===== src/rtl/dest_ip_tbl_pkg.sv =====
// dest_ip_tbl_pkg: shared constants and the FSM state encoding for the
// destination-IP table sequencer (dest_ip_tbl_ctrl).
package dest_ip_tbl_pkg;

  localparam int unsigned DATA_W      = 32;
  localparam int unsigned TBL_ADDR_W  = 5;
  localparam int unsigned TBL_DEPTH   = 2 ** TBL_ADDR_W;
  localparam int unsigned TIMEOUT_DEF = 16;
  localparam int unsigned TO_CNT_W    = 32;

  typedef enum logic [2:0] {
    ST_IDLE      = 3'd0,
    ST_ISSUE     = 3'd1,
    ST_WAIT      = 3'd2,
    ST_CLR_ISSUE = 3'd3,
    ST_CLR_WAIT  = 3'd4,
    ST_DONE      = 3'd5
  } state_t;

endpackage


===== src/rtl/dest_ip_tbl_ctrl_if.sv =====
// dest_ip_tbl_ctrl_if: host (register block) access bus of the table sequencer.
//   master: register block side - drives host_req/host_wr/host_addr/host_wdata
//   slave : sequencer side      - drives host_ready/host_done/host_err/host_rdata
interface dest_ip_tbl_ctrl_if #(
  parameter int unsigned DATA_W = 32,
  parameter int unsigned ADDR_W = 5
);

  logic              host_req;
  logic              host_wr;
  logic [ADDR_W-1:0] host_addr;
  logic [DATA_W-1:0] host_wdata;
  logic              host_ready;
  logic              host_done;
  logic              host_err;
  logic [DATA_W-1:0] host_rdata;

  modport master (
    output host_req, host_wr, host_addr, host_wdata,
    input  host_ready, host_done, host_err, host_rdata
  );

  modport slave (
    input  host_req, host_wr, host_addr, host_wdata,
    output host_ready, host_done, host_err, host_rdata
  );

endinterface


===== src/rtl/dest_ip_tbl_ctrl.sv =====
// dest_ip_tbl_ctrl: serialises single host accesses and a bulk clear/fill onto
// the one-shot req/ack port of the destination-IP table, with a per-access ack
// timeout so a lost ack cannot hang the register interface.
// Ports:
//   AXI_ACLK, AXI_RESET      clock, synchronous active-high reset
//   host (slave modport)     host req/ready handshake, done/err/rdata response
//   clr_start, clr_fill      bulk fill request and its fill value
//   clr_busy/done/err        bulk fill status
//   tbl_*                    table request/ack port
//   timeout_count            saturating count of timed-out accesses
module dest_ip_tbl_ctrl #(
  parameter int unsigned C_S_AXI_DATA_WIDTH = dest_ip_tbl_pkg::DATA_W,
  parameter int unsigned TBL_ADDR_W         = dest_ip_tbl_pkg::TBL_ADDR_W,
  parameter int unsigned TIMEOUT            = dest_ip_tbl_pkg::TIMEOUT_DEF
) (
  input  logic                          AXI_ACLK,
  input  logic                          AXI_RESET,
  dest_ip_tbl_ctrl_if.slave             host,
  input  logic                          clr_start,
  input  logic [C_S_AXI_DATA_WIDTH-1:0] clr_fill,
  output logic                          clr_busy,
  output logic                          clr_done,
  output logic                          clr_err,
  output logic                          tbl_rd_req,
  output logic                          tbl_wr_req,
  output logic [TBL_ADDR_W-1:0]         tbl_rd_addr,
  output logic [TBL_ADDR_W-1:0]         tbl_wr_addr,
  output logic [C_S_AXI_DATA_WIDTH-1:0] tbl_wr_data,
  input  logic [C_S_AXI_DATA_WIDTH-1:0] tbl_rd_data,
  input  logic                          tbl_rd_ack,
  input  logic                          tbl_wr_ack,
  output logic [31:0]                   timeout_count
);

  import dest_ip_tbl_pkg::*;

  localparam int unsigned DW      = C_S_AXI_DATA_WIDTH;
  localparam int unsigned CA_W    = TBL_ADDR_W + 1;
  localparam int unsigned WAIT_W  = $clog2(TIMEOUT + 1);
  localparam int unsigned LAST_IX = (2 ** TBL_ADDR_W) - 1;

  state_t              state;
  logic                op_wr;
  logic                clr_pending;
  logic [DW-1:0]       clr_fill_q;
  logic [CA_W-1:0]     clr_addr;
  logic [WAIT_W-1:0]   wait_cnt;

  logic                clr_start_ok;
  logic                host_acc;
  logic                wait_expired;
  logic                ack_match;
  logic                last_entry;
  logic [CA_W-1:0]     clr_addr_nxt;
  logic [31:0]         timeout_inc;

  // Clear requests are only taken while no clear is pending or running.
  assign clr_busy     = clr_pending | (state == ST_CLR_ISSUE) | (state == ST_CLR_WAIT);
  assign clr_start_ok = clr_start & ~clr_busy;

  // A same-cycle clr_start blocks the host so the clear wins the IDLE slot.
  assign host.host_ready = ~AXI_RESET & (state == ST_IDLE) & ~clr_pending & ~clr_start;
  assign host_acc        = host.host_req & host.host_ready;

  assign wait_expired = (wait_cnt == WAIT_W'(TIMEOUT));
  assign ack_match    = op_wr ? tbl_wr_ack : tbl_rd_ack;
  assign clr_addr_nxt = clr_addr + CA_W'(1);
  assign last_entry   = (clr_addr == CA_W'(LAST_IX));
  assign timeout_inc  = (timeout_count == 32'hFFFF_FFFF) ? timeout_count
                                                          : timeout_count + 32'd1;

  // Sequencer FSM with registered outputs; req/done/err outputs default low.
  always_ff @(posedge AXI_ACLK) begin
    if (AXI_RESET) begin
      state           <= ST_IDLE;
      op_wr           <= 1'b0;
      clr_pending     <= 1'b0;
      clr_fill_q      <= '0;
      clr_addr        <= '0;
      wait_cnt        <= '0;
      tbl_rd_req      <= 1'b0;
      tbl_wr_req      <= 1'b0;
      tbl_rd_addr     <= '0;
      tbl_wr_addr     <= '0;
      tbl_wr_data     <= '0;
      host.host_done  <= 1'b0;
      host.host_err   <= 1'b0;
      host.host_rdata <= '0;
      clr_done        <= 1'b0;
      clr_err         <= 1'b0;
      timeout_count   <= '0;
    end else begin
      tbl_rd_req     <= 1'b0;
      tbl_wr_req     <= 1'b0;
      host.host_done <= 1'b0;
      host.host_err  <= 1'b0;
      clr_done       <= 1'b0;
      clr_err        <= 1'b0;

      // Outside IDLE a clear request is parked until the FSM returns.
      if (clr_start_ok && (state != ST_IDLE)) begin
        clr_pending <= 1'b1;
        clr_fill_q  <= clr_fill;
      end

      unique case (state)
        ST_IDLE: begin
          if (clr_pending || clr_start_ok) begin
            clr_pending <= 1'b0;
            clr_addr    <= '0;
            tbl_wr_addr <= '0;
            tbl_wr_data <= clr_pending ? clr_fill_q : clr_fill;
            tbl_wr_req  <= 1'b1;
            state       <= ST_CLR_ISSUE;
          end else if (host_acc) begin
            op_wr <= host.host_wr;
            if (host.host_wr) begin
              tbl_wr_req  <= 1'b1;
              tbl_wr_addr <= host.host_addr;
              tbl_wr_data <= host.host_wdata;
            end else begin
              tbl_rd_req  <= 1'b1;
              tbl_rd_addr <= host.host_addr;
            end
            state <= ST_ISSUE;
          end
        end

        ST_ISSUE: begin
          wait_cnt <= '0;
          state    <= ST_WAIT;
        end

        ST_WAIT: begin
          if (ack_match) begin
            if (!op_wr) host.host_rdata <= tbl_rd_data;
            host.host_done <= 1'b1;
            state          <= ST_DONE;
          end else if (wait_expired) begin
            host.host_done <= 1'b1;
            host.host_err  <= 1'b1;
            timeout_count  <= timeout_inc;
            state          <= ST_DONE;
          end else begin
            wait_cnt <= wait_cnt + WAIT_W'(1);
          end
        end

        ST_DONE: begin
          state <= ST_IDLE;
        end

        ST_CLR_ISSUE: begin
          wait_cnt <= '0;
          state    <= ST_CLR_WAIT;
        end

        ST_CLR_WAIT: begin
          if (tbl_wr_ack) begin
            if (last_entry) begin
              clr_done <= 1'b1;
              state    <= ST_IDLE;
            end else begin
              clr_addr    <= clr_addr_nxt;
              tbl_wr_addr <= TBL_ADDR_W'(clr_addr_nxt);
              tbl_wr_req  <= 1'b1;
              state       <= ST_CLR_ISSUE;
            end
          end else if (wait_expired) begin
            clr_done      <= 1'b1;
            clr_err       <= 1'b1;
            timeout_count <= timeout_inc;
            state         <= ST_IDLE;
          end else begin
            wait_cnt <= wait_cnt + WAIT_W'(1);
          end
        end

        default: state <= ST_IDLE;
      endcase
    end
  end

endmodule


===== src/flat_wrapper.sv =====
// flat-port wrapper written by rule: the top's interface ports become plain ports
module dest_ip_tbl_ctrl_flat import dest_ip_tbl_pkg::*;
#(
  parameter int unsigned C_S_AXI_DATA_WIDTH = dest_ip_tbl_pkg::DATA_W,
  parameter int unsigned TBL_ADDR_W         = dest_ip_tbl_pkg::TBL_ADDR_W,
  parameter int unsigned TIMEOUT            = dest_ip_tbl_pkg::TIMEOUT_DEF
)
  (AXI_ACLK, AXI_RESET, clr_start, clr_fill, clr_busy, clr_done, clr_err, tbl_rd_req, tbl_wr_req, tbl_rd_addr, tbl_wr_addr, tbl_wr_data, tbl_rd_data, tbl_rd_ack, tbl_wr_ack, timeout_count, host_host_req, host_host_wr, host_host_addr, host_host_wdata, host_host_ready, host_host_done, host_host_err, host_host_rdata);
  dest_ip_tbl_ctrl_if host_i ();
  input  logic AXI_ACLK;
  input  logic AXI_RESET;
  input  logic clr_start;
  input  logic [C_S_AXI_DATA_WIDTH-1:0] clr_fill;
  output logic clr_busy;
  output logic clr_done;
  output logic clr_err;
  output logic tbl_rd_req;
  output logic tbl_wr_req;
  output logic [TBL_ADDR_W-1:0] tbl_rd_addr;
  output logic [TBL_ADDR_W-1:0] tbl_wr_addr;
  output logic [C_S_AXI_DATA_WIDTH-1:0] tbl_wr_data;
  input  logic [C_S_AXI_DATA_WIDTH-1:0] tbl_rd_data;
  input  logic tbl_rd_ack;
  input  logic tbl_wr_ack;
  output logic [31:0] timeout_count;
  input wire logic [$bits(host_i.host_req)-1:0] host_host_req;
  input wire logic [$bits(host_i.host_wr)-1:0] host_host_wr;
  input wire logic [$bits(host_i.host_addr)-1:0] host_host_addr;
  input wire logic [$bits(host_i.host_wdata)-1:0] host_host_wdata;
  output wire logic [$bits(host_i.host_ready)-1:0] host_host_ready;
  output wire logic [$bits(host_i.host_done)-1:0] host_host_done;
  output wire logic [$bits(host_i.host_err)-1:0] host_host_err;
  output wire logic [$bits(host_i.host_rdata)-1:0] host_host_rdata;
  assign host_i.host_req = host_host_req;
  assign host_i.host_wr = host_host_wr;
  assign host_i.host_addr = host_host_addr;
  assign host_i.host_wdata = host_host_wdata;
  assign host_host_ready = host_i.host_ready;
  assign host_host_done = host_i.host_done;
  assign host_host_err = host_i.host_err;
  assign host_host_rdata = host_i.host_rdata;
  dest_ip_tbl_ctrl #(.C_S_AXI_DATA_WIDTH(C_S_AXI_DATA_WIDTH), .TBL_ADDR_W(TBL_ADDR_W), .TIMEOUT(TIMEOUT)) u_core (.AXI_ACLK(AXI_ACLK), .AXI_RESET(AXI_RESET), .host(host_i), .clr_start(clr_start), .clr_fill(clr_fill), .clr_busy(clr_busy), .clr_done(clr_done), .clr_err(clr_err), .tbl_rd_req(tbl_rd_req), .tbl_wr_req(tbl_wr_req), .tbl_rd_addr(tbl_rd_addr), .tbl_wr_addr(tbl_wr_addr), .tbl_wr_data(tbl_wr_data), .tbl_rd_data(tbl_rd_data), .tbl_rd_ack(tbl_rd_ack), .tbl_wr_ack(tbl_wr_ack), .timeout_count(timeout_count));
endmodule

===== config.mk =====
export PLATFORM = sky130hd
export DESIGN_NAME = dest_ip_tbl_ctrl_flat
export DESIGN_NICKNAME = d
export VERILOG_FILES = /design/src/rtl/dest_ip_tbl_pkg.sv /design/src/rtl/dest_ip_tbl_ctrl_if.sv /design/src/rtl/dest_ip_tbl_ctrl.sv /design/src/flat_wrapper.sv
export SDC_FILE = /design/constraint.sdc
export NUM_CORES = 1
export LEC_CHECK = 0
export BUFFER_PORTS_ARGS = -buffer_cell sky130_fd_sc_hd__buf_2
export CAP_MARGIN = 20
export CORE_ASPECT_RATIO = 0.7
export CORE_UTILIZATION = 25
export CTS_BUF_LIST = sky130_fd_sc_hd__clkbuf_8
export CTS_CLUSTER_DIAMETER = 40
export DETAILED_ROUTE_END_ITERATION = 10
export GPL_TIMING_DRIVEN = 0
export SETUP_SLACK_MARGIN = 0.15
export SKIP_LAST_GASP = 1
export SLEW_MARGIN = 5
export SYNTH_ARGS = -nofsm -noshare
export SYNTH_HDL_FRONTEND = slang
export SYNTH_SLANG_ARGS = --single-unit

===== constraint.sdc =====
create_clock -name AXI_ACLK -period 3.7 [get_ports AXI_ACLK]
set_input_delay 0.185 -clock AXI_ACLK [delete_from_list [all_inputs] [get_ports AXI_ACLK]]
set_output_delay 0.185 -clock AXI_ACLK [all_outputs]
set_load 0.02 [all_outputs]

==> summary.md, run 1 <==
| Metric | Value |
|---|---|
| Status | `completed` |
| Worst slew pin tran | `0.8534 ns` |
| Post-synth top area share | `between 40 and 50%` |
| Post-DP HPWL | `~17000 um` |
| GP Congestion | `0.8068` |
| Synth area leaders | `dfxtp_1 (45%), mux2i_1 (9.6%), a21oi_1 (7.2%)` |
| Psw | `about 0.0023 W` |
| Hold Crit Class | `input pin to flop` |
| Fin area | `between 0.01 and 0.015 sq mm` |
| Slew margin rel. | `43.11%` |
| Worst clock skew | `roughly 0.016 ns` |
| CTS Hold Bufs | `100` |
| Tcrit/Tclk final | `a little under three quarters` |
| Share of layout cells above drive strength 1 | `between 20 and 25%` |
| CP bufs+invs | `2` |
| Nets | `1272` |
| Switching Fraction | `39.28%` |
| XOR/XNOR Fraction of Synth Area | `less than 1%` |
| CTS resizes | `0` |
| Power Dens Cells | `between 500 and 600 mW/mm^2` |
| Via count of the first global-routing pass | `roughly 7000` |
| Worst EP arrival | `around 3 ns` |
| H-tree Lvls | `4` |
| Antenna Nets Post-Route | `0` |
| CTS tree | `yes` |
| Antenna violations before repair | `1` |
| Die area | `0.02943 sq mm` |
| Root buffer cell | `clkbuf_8` |
| Max-cap violations | `0` |
| Total Power | `just under 0.006 W` |
| Largest family of logic cells by synthesized area | `simple AND/OR/NAND/NOR gates` |
| Crit-path slowest cell | `or4_4` |
| Asr flop ratio synth | `0%` |
| DP Area | `roughly 0.009 sq mm` |
| Nature of the critical path endpoint | `flop` |
| Mux cell area share after synthesis | `between 10% and 20%` |
| Worst VDD drop | `~310 uV` |
| Syn-to-layout area delta | `41.43%` |
| Clk network pwr share | `a little under a quarter` |
| Boundary Pins | `222` |
| Critical path startpoint category | `flop` |
| WS Path Type | `flop to flop` |
| Row count | `51` |
| Delay of the slowest critical-path stage | `0.53 ns` |
| Worst path most repeated cell | `buf_4` |
| Largest net degree at the start of global routing | `17` |
| Int Power | `between 0.003 and 0.004 W` |
| Total grt overflow | `0` |
| I/O Buffers | `between 200 and 250` |
| Syn Area/Cell | `~8.8 sq um` |
| Number of vias per cell | `~4.7` |
| Routed WL per cell | `between 15 and 20 um` |
| Global-route wire length before repair | `37440 um` |
| Non-filler cells, final | `1544` |
| Sequential area share after synthesis | `between 40 and 50%` |
| Number of fill cells | `2857` |
| CP Data Required Time | `between 4 and 5 ns` |
| Post-CTS Setup Bufs | `0` |
| Via Count | `between 7000 and 8000` |
| Flops & latches, synth | `160` |
| Synth area leader | `dfxtp_1` |
| Compound-Gate Fraction of Synth Area | `between 15 and 20%` |
| Sequential power share | `between 30% and 40%` |
| Die Y | `approximately 140 um` |
| Core area | `approximately 0.028 sq mm` |
| RSZ-0062 raised after global routing | `false` |
| Register clock-pin slew on the reported worst setup and hold paths | `approximately 0.090 ns` |
| Tmin final | `between 2 and 3 ns` |
| Starting density of the core | `between 20% and 30%` |
| Adder-Cell Fraction of Synth Area | `0.6966%` |
| Mapped Area | `just over 0.007 sq mm` |
| FMAX | `380.4 MHz` |
| Critical Path, Cell by Cell | `ha_1 > nand4_1 > or4_4 > nor4_4 > buf_4 > buf_4 > o31ai_1 > a21oi_1` |
| Synth unique cells | `57` |
| Pleak | `around 4.3 nW` |
| Sequential cell area | `approximately 0.0032 sq mm` |
| Post-Synth Simple-Gate Area | `between 20% and 30%` |
| Hold slack | `between 0.03 and 0.04 ns` |
| First drt pass iteration count | `5` |
| Critical path's top delay family | `simple AND/OR/NAND/NOR gates` |
| Number of synthesized flops with an enable pin | `0` |
| Setup violations, final | `0` |
| Clock sink count | `160` |
| Placed Cells | `between 1000 and 1500` |
| DR iter-0 viols | `421` |
| Inserted Clock Buffers | `17` |
| Combinational Power Share | `about 39%` |
| Final Hold Viols | `0` |
| Area of the multi-input gates | `between 0.003 and 0.004 sq mm` |
| Die W | `between 200 and 250 um` |
| DRC viols | `0` |
| Synthesized instance count | `approximately 820` |
| Wirelength, routed | `approximately 24000 um` |
| Antenna diodes | `0` |
| Crit-path max FO | `10` |
| Clock buffer depth | `2` |
| Clk Latency, worst-skew pair | `approximately 0.47 ns` |
| Setup TNS | `0 ns` |
| Synth Warn # | `0` |
| Aggregate global-route resource usage | `about 16%` |
| Primary FF master, synth | `dfxtp_1` |
| Final Max Tran Viols | `0` |
| Syn_nets | `around 930` |
[cell type report]
class / count / area share (%)
buffer: 61 / 2.820
clock buffer: 19 / 2.574
clock inverter: 13 / 1.367
inverter: 7 / 0.2586
multi-input combinational: 591 / 36.10
sequential: 160 / 31.52
tap: 371 / 4.568
timing repair buffer: 322 / 20.79
[cell usage in the layout, fill, tap and decap left out, types with 6 or more instances in the layout]
| cell type | count |
|---|---|
| or3_1 | 20 |
| xor2_1 | 6 |
| mux2i_1 | 69 |
| mux2_1 | 11 |
| clkbuf_1 | 41 |
| buf_2 | 231 |
| o21ai_0 | 16 |
| nand3_1 | 18 |
| nor2b_1 | 11 |
| inv_1 | 9 |
| or4_1 | 7 |
| dfxtp_1 | 160 |
| o31ai_1 | 7 |
| nand4_1 | 15 |
| dlygate4sd3_1 | 100 |
| clkbuf_8 | 19 |
| nand2_1 | 88 |
| a21oi_1 | 103 |
| o2bb2ai_1 | 32 |
| nor2_1 | 103 |
| nor3_1 | 11 |
| a311oi_1 | 6 |
[worst register-to-register path, delay by kind of cell (launching register included)]
kind	cells	cell delay [ns]
simple gates	3	1.09
buf+inv	2	0.49
flops	1	0.40
fa+ha+maj	1	0.34
compound gates	2	0.24
[cell families after synthesis]
| family | after synthesis |
|---|---|
| XOR/XNOR | 8 |
| buffers and inverters | 68 |
| AND/OR/NAND/NOR | 316 |
| multiplexers | 81 |
| flip-flops | 160 |
| adder cells (fa/ha/maj) | 4 |
| AO/OA/AOI/OAI | 182 |
[routing by layer]
metal / track usage [%] / vias to the layer above / part of all wire [%]
met5: 0 / - / 0.053
met4: 4.281 / 2 / 1.3
met3: 4.739 / 25 / 6.8
met2: 26.07 / 230 / 45
met1: 21.75 / 3410 / 47
li1: - / 3597 / -
[worst paths after layout]
kind,from,endpoint,slack (ns),depth (start not counted)
worst min-delay path,host_host_wdata[6],u_core.tbl_wr_data[6]$_SDFFE_PP0P_,0.03,3
worst max register to register,u_core.timeout_count[0]$_SDFFE_PP0P_,u_core.timeout_count[17]$_SDFFE_PP0P_,1.07,8
worst min register to register,u_core.host.host_rdata[23]$_SDFFE_PP0P_,u_core.host.host_rdata[23]$_SDFFE_PP0P_,0.45,2
worst max-delay path,u_core.timeout_count[0]$_SDFFE_PP0P_,u_core.timeout_count[17]$_SDFFE_PP0P_,1.07,8
[cell usage after synthesis (6+ instances only)]
cell,count
mux2i_1,69
xor2_1,6
inv_1,7
o21ai_0,16
nand3_1,18
nand4_1,15
nor2b_1,11
mux2_1,11
clkbuf_1,41
nor3_1,11
nand2_1,88
or4_1,7
a21oi_1,103
o2bb2ai_1,32
o31ai_1,7
or3_1,20
nor2_1,103
dfxtp_1,160
buf_2,10
a311oi_1,6
[registers in the layout, indices dropped and copies added, names as in the netlist]
signal                  count
u_core.state                3
u_core.tbl_wr_req           1
u_core.clr_done             1
u_core.tbl_wr_data         32
u_core.tbl_rd_addr          5
u_core.timeout_count       32
u_core.host.host_done       1
u_core.tbl_wr_addr          5
u_core.host.host_err        1
u_core.op_wr                1
u_core.clr_err              1
u_core.clr_pending          1
u_core.clr_fill_q          32
u_core.host.host_rdata     32
u_core.tbl_rd_req           1
u_core.clr_addr             6
u_core.wait_cnt             5
[power by group through the flow]
stage	clock [W]	combinational, W	sequential [W]
after global routing	0.00148	0.00244	0.00221
after detailed placement	0	0.00216	0.00220
final	0.00135	0.00223	0.00218
after CTS	0.00140	0.00225	0.00217
after global placement	0	0.00214	0.00220
after floorplan	0	0.00123	0.00244
[metrics by stage]
stage / utilization (%) / setup WS, ns
after global routing: 36.27 / 0.9088
after floorplan: - / 1.340
after global placement: 31.25 / 1.105
after CTS: 36.25 / 1.078
after detailed placement: 31.25 / 1.108
final: 36.27 / 1.071
Note: power is estimated with default switching activity, not from simulation.
==> run 2: changes to the inputs <==
- clock period: 3.7 -> 2.76 ns (I/O delays scaled with it)
==> run 2 against run 1 <==
Net effect: global-route usage is the same; die area stayed put; critical path depth grew 1; first-iteration DRC count down 1.9%; combinational power is 35% higher; power rose by 34%; cell count rose by 0.39%; register-to-register slack got worse by 0.76 ns; via count is 0.70% higher; clock power up 34%; sequential cell count unchanged; critical endpoint unchanged; largest cell class unchanged.
==> summary.md, run 2 (synthesis gave the netlist of run 1 again) <==
| Metric | Value |
|---|---|
| Status | `completed` |
| Most common cell after layout, fill and taps aside | `buf_2` |
| Clk Latency, worst-skew pair | `0.46 ns` |
| Most Used Layer, Global Route | `met2` |
| DR iter-0 viols | `slightly above 400` |
| Placed Cells | `between 1000 and 1500` |
| Worst VDD drop | `417.1 uV` |
| Reg2Reg Capture Point | `u_core.timeout_count[17]$_SDFFE_PP0P_` |
| RSZ-0062 raised after global routing | `false` |
| CTS tree | `yes` |
| Inserted Clock Buffers | `17` |
| Final Max Tran Viols | `0` |
| Routed WL per cell | `about 16 um` |
| Post-DP HPWL | `17370 um` |
| Number of fill cells | `2855` |
| Switching Fraction | `between 30% and 40%` |
| Setup TNS | `0 ns` |
| WS Path Type | `flop to flop` |
| Via count of the first global-routing pass | `just under 7000` |
| Worst clock skew | `around 0.017 ns` |
| Register clock-pin slew on the reported worst setup and hold paths | `~0.09 ns` |
| Psw | `0.003043 W` |
| Worst EP arrival | `between 2 and 3 ns` |
| Clock sink count | `between 150 and 200` |
| Setup violations, final | `0` |
| Final Hold Viols | `0` |
| Syn-to-layout area delta | `42.56%` |
| Tcrit/Tclk final | `88.66%` |
| Worst R2R Setup Slack | `approximately 0.31 ns` |
| GRT met1 Usage | `between 20% and 30%` |
| Sequential power share | `between 30% and 40%` |
| First drt pass iteration count | `5` |
| Hold Crit Class | `input pin to flop` |
| I/O Buffers | `around 220` |
| GP Congestion | `0.8068` |
| Die W | `204.6 um` |
| Total grt overflow | `0` |
| Crit path launch | `u_core.timeout_count[0]$_SDFFE_PP0P_` |
| Aggregate global-route resource usage | `between 15 and 20%` |
| Power Dens Cells | `between 700 and 800 mW/mm^2` |
| Number of vias per cell | `roughly 4.7` |
| Global-route wire length before repair | `37540 um` |
| R2R depth | `9` |
| Worst r2r src | `u_core.timeout_count[0]$_SDFFE_PP0P_` |
| Total Power | `roughly 0.0077 W` |
| Met3 usage | `4.649%` |
| Clock buffer depth | `2` |
| Hold depth | `3` |
| CP endpoint | `u_core.timeout_count[17]$_SDFFE_PP0P_` |
| Share of layout cells above drive strength 1 | `around a quarter` |
| Die area | `approximately 0.029 sq mm` |
| DRC viols | `0` |
| Row count | `51` |
| Starting density of the core | `between 20% and 30%` |
| Nets | `approximately 1300` |
| Pleak | `approximately 4.4 nW` |
| Nature of the critical path endpoint | `flop` |
| Antenna violations before repair | `0` |
| Critical path startpoint category | `flop` |
| Int Power | `roughly 0.0047 W` |
| Core area | `0.02801 sq mm` |
| Boundary Pins | `about 220` |
| Antenna diodes | `0` |
| CP Data Required Time | `roughly 3.2 ns` |
| Largest net degree at the start of global routing | `17` |
| Clk network pwr share | `23.4%` |
| H-tree Lvls | `4` |
| Crit-path max FO | `10` |
| FMAX | `slightly above 400 MHz` |
| Met2 usage | `26.07%` |
| Wirelength, routed | `around 24000 um` |
| Root buffer cell | `clkbuf_8` |
| Via Count | `~7300` |
| Combinational Power Share | `between 30% and 40%` |
| Non-filler cells, final | `roughly 1600` |
| Slew margin rel. | `a little over two fifths` |
| Worst slew pin tran | `around 0.85 ns` |
| Tmin final | `around 2.4 ns` |
| Antenna Nets Post-Route | `0` |
| Most frequent cells in the layout | `buf_2 (231), dfxtp_1 (160), dlygate4sd3_1 (104)` |
| Max-cap violations | `0` |
| Die Y | `around 140 um` |
-- run 2: cell types whose count changed in the layout (fill, tap and decap cells not counted) --
cell           change
ha_4               +1
buf_1              -1
nor4_2             -1
clkbuf_1           -3
buf_4              +2
nor4_4             +1
clkbuf_2           +4
ha_1               -1
dlygate4sd3_1      +4
-- run 2: metal layers --
layer	vias to the layer above	wire [um]
met4	0	263
li1	3610	-
met1	3461	11380
met3	19	1639
met5	-	0
met2	225	11150
-- run 2: stage by stage --
stage                     hold slack, ns  setup WS (ns)  area, sq um  util (%)
after global placement            0.3793         0.1653         8755     31.25
after CTS                        0.04510         0.1847        10210     36.45
final                            0.09144         0.3129        10240     36.56
after floorplan                   0.2163         0.3999         7184         -
after global routing             0.05575         0.1588        10240     36.56
after detailed placement          0.3840         0.1681         8755     31.25
-- run 2: final cells by class --
class / instances / area [sq um] / share of cell area (%)
Inverter: 7 / 26.28 / 0.2565
Buffer: 61 / 291.5 / 2.846
Tap cell: 371 / 464.2 / 4.532
Clock buffer: 19 / 261.5 / 2.553
Clock inverter: 13 / 138.9 / 1.356
Timing Repair Buffer: 328 / 2167 / 21.16
Sequential cell: 160 / 3203 / 31.27
Multi-Input combinational cell: 591 / 3690 / 36.03
-- run 2: what timing repair did --
item | in CTS | in global routing
endpoints found under the hold margin | 106 | 0
hold buffers | 104 | 0
buffers inserted | 2 | 0
gates resized for setup | 0 | 10
endpoints found under the setup margin | 1 | 67
pin swaps | 1 | 0
-- run 2: worst min path at each step --
stage	from	to	slack [ns]
3_5_place_dp	tbl_rd_data[30]	u_core.host.host_rdata[30]$_SDFFE_PP0P_	0.38
4_1_cts	tbl_rd_ack	u_core.host.host_err$_SDFF_PP0_	0.05
6_report	tbl_rd_ack	u_core.host.host_err$_SDFF_PP0_	0.09
3_3_place_gp	tbl_rd_data[21]	u_core.host.host_rdata[21]$_SDFFE_PP0P_	0.38
5_1_grt	tbl_rd_ack	u_core.host.host_err$_SDFF_PP0_	0.06
2_1_floorplan	tbl_wr_ack	u_core.clr_err$_SDFF_PP0_	0.22
-- run 2: worst max-delay path, cell delays in order (launching register included) --
cell and delay [ns]:
dfxtp_1 0.44, ha_4 0.22, nand4_1 0.15, or4_4 0.53, nor4_4 0.22, buf_4 0.18, buf_4 0.19, buf_4 0.21
o31ai_1 0.09, a21oi_1 0.14
-- run 2: power groups by stage --
stage / Sequential (W) / Clock [W] / Combinational, W
after detailed placement: 0.00296 / 0 / 0.00290
after CTS: 0.00291 / 0.00188 / 0.00302
after global placement: 0.00295 / 0 / 0.00286
after global routing: 0.00297 / 0.00198 / 0.00327
final: 0.00292 / 0.00181 / 0.00301
after floorplan: 0.00327 / 0 / 0.00165
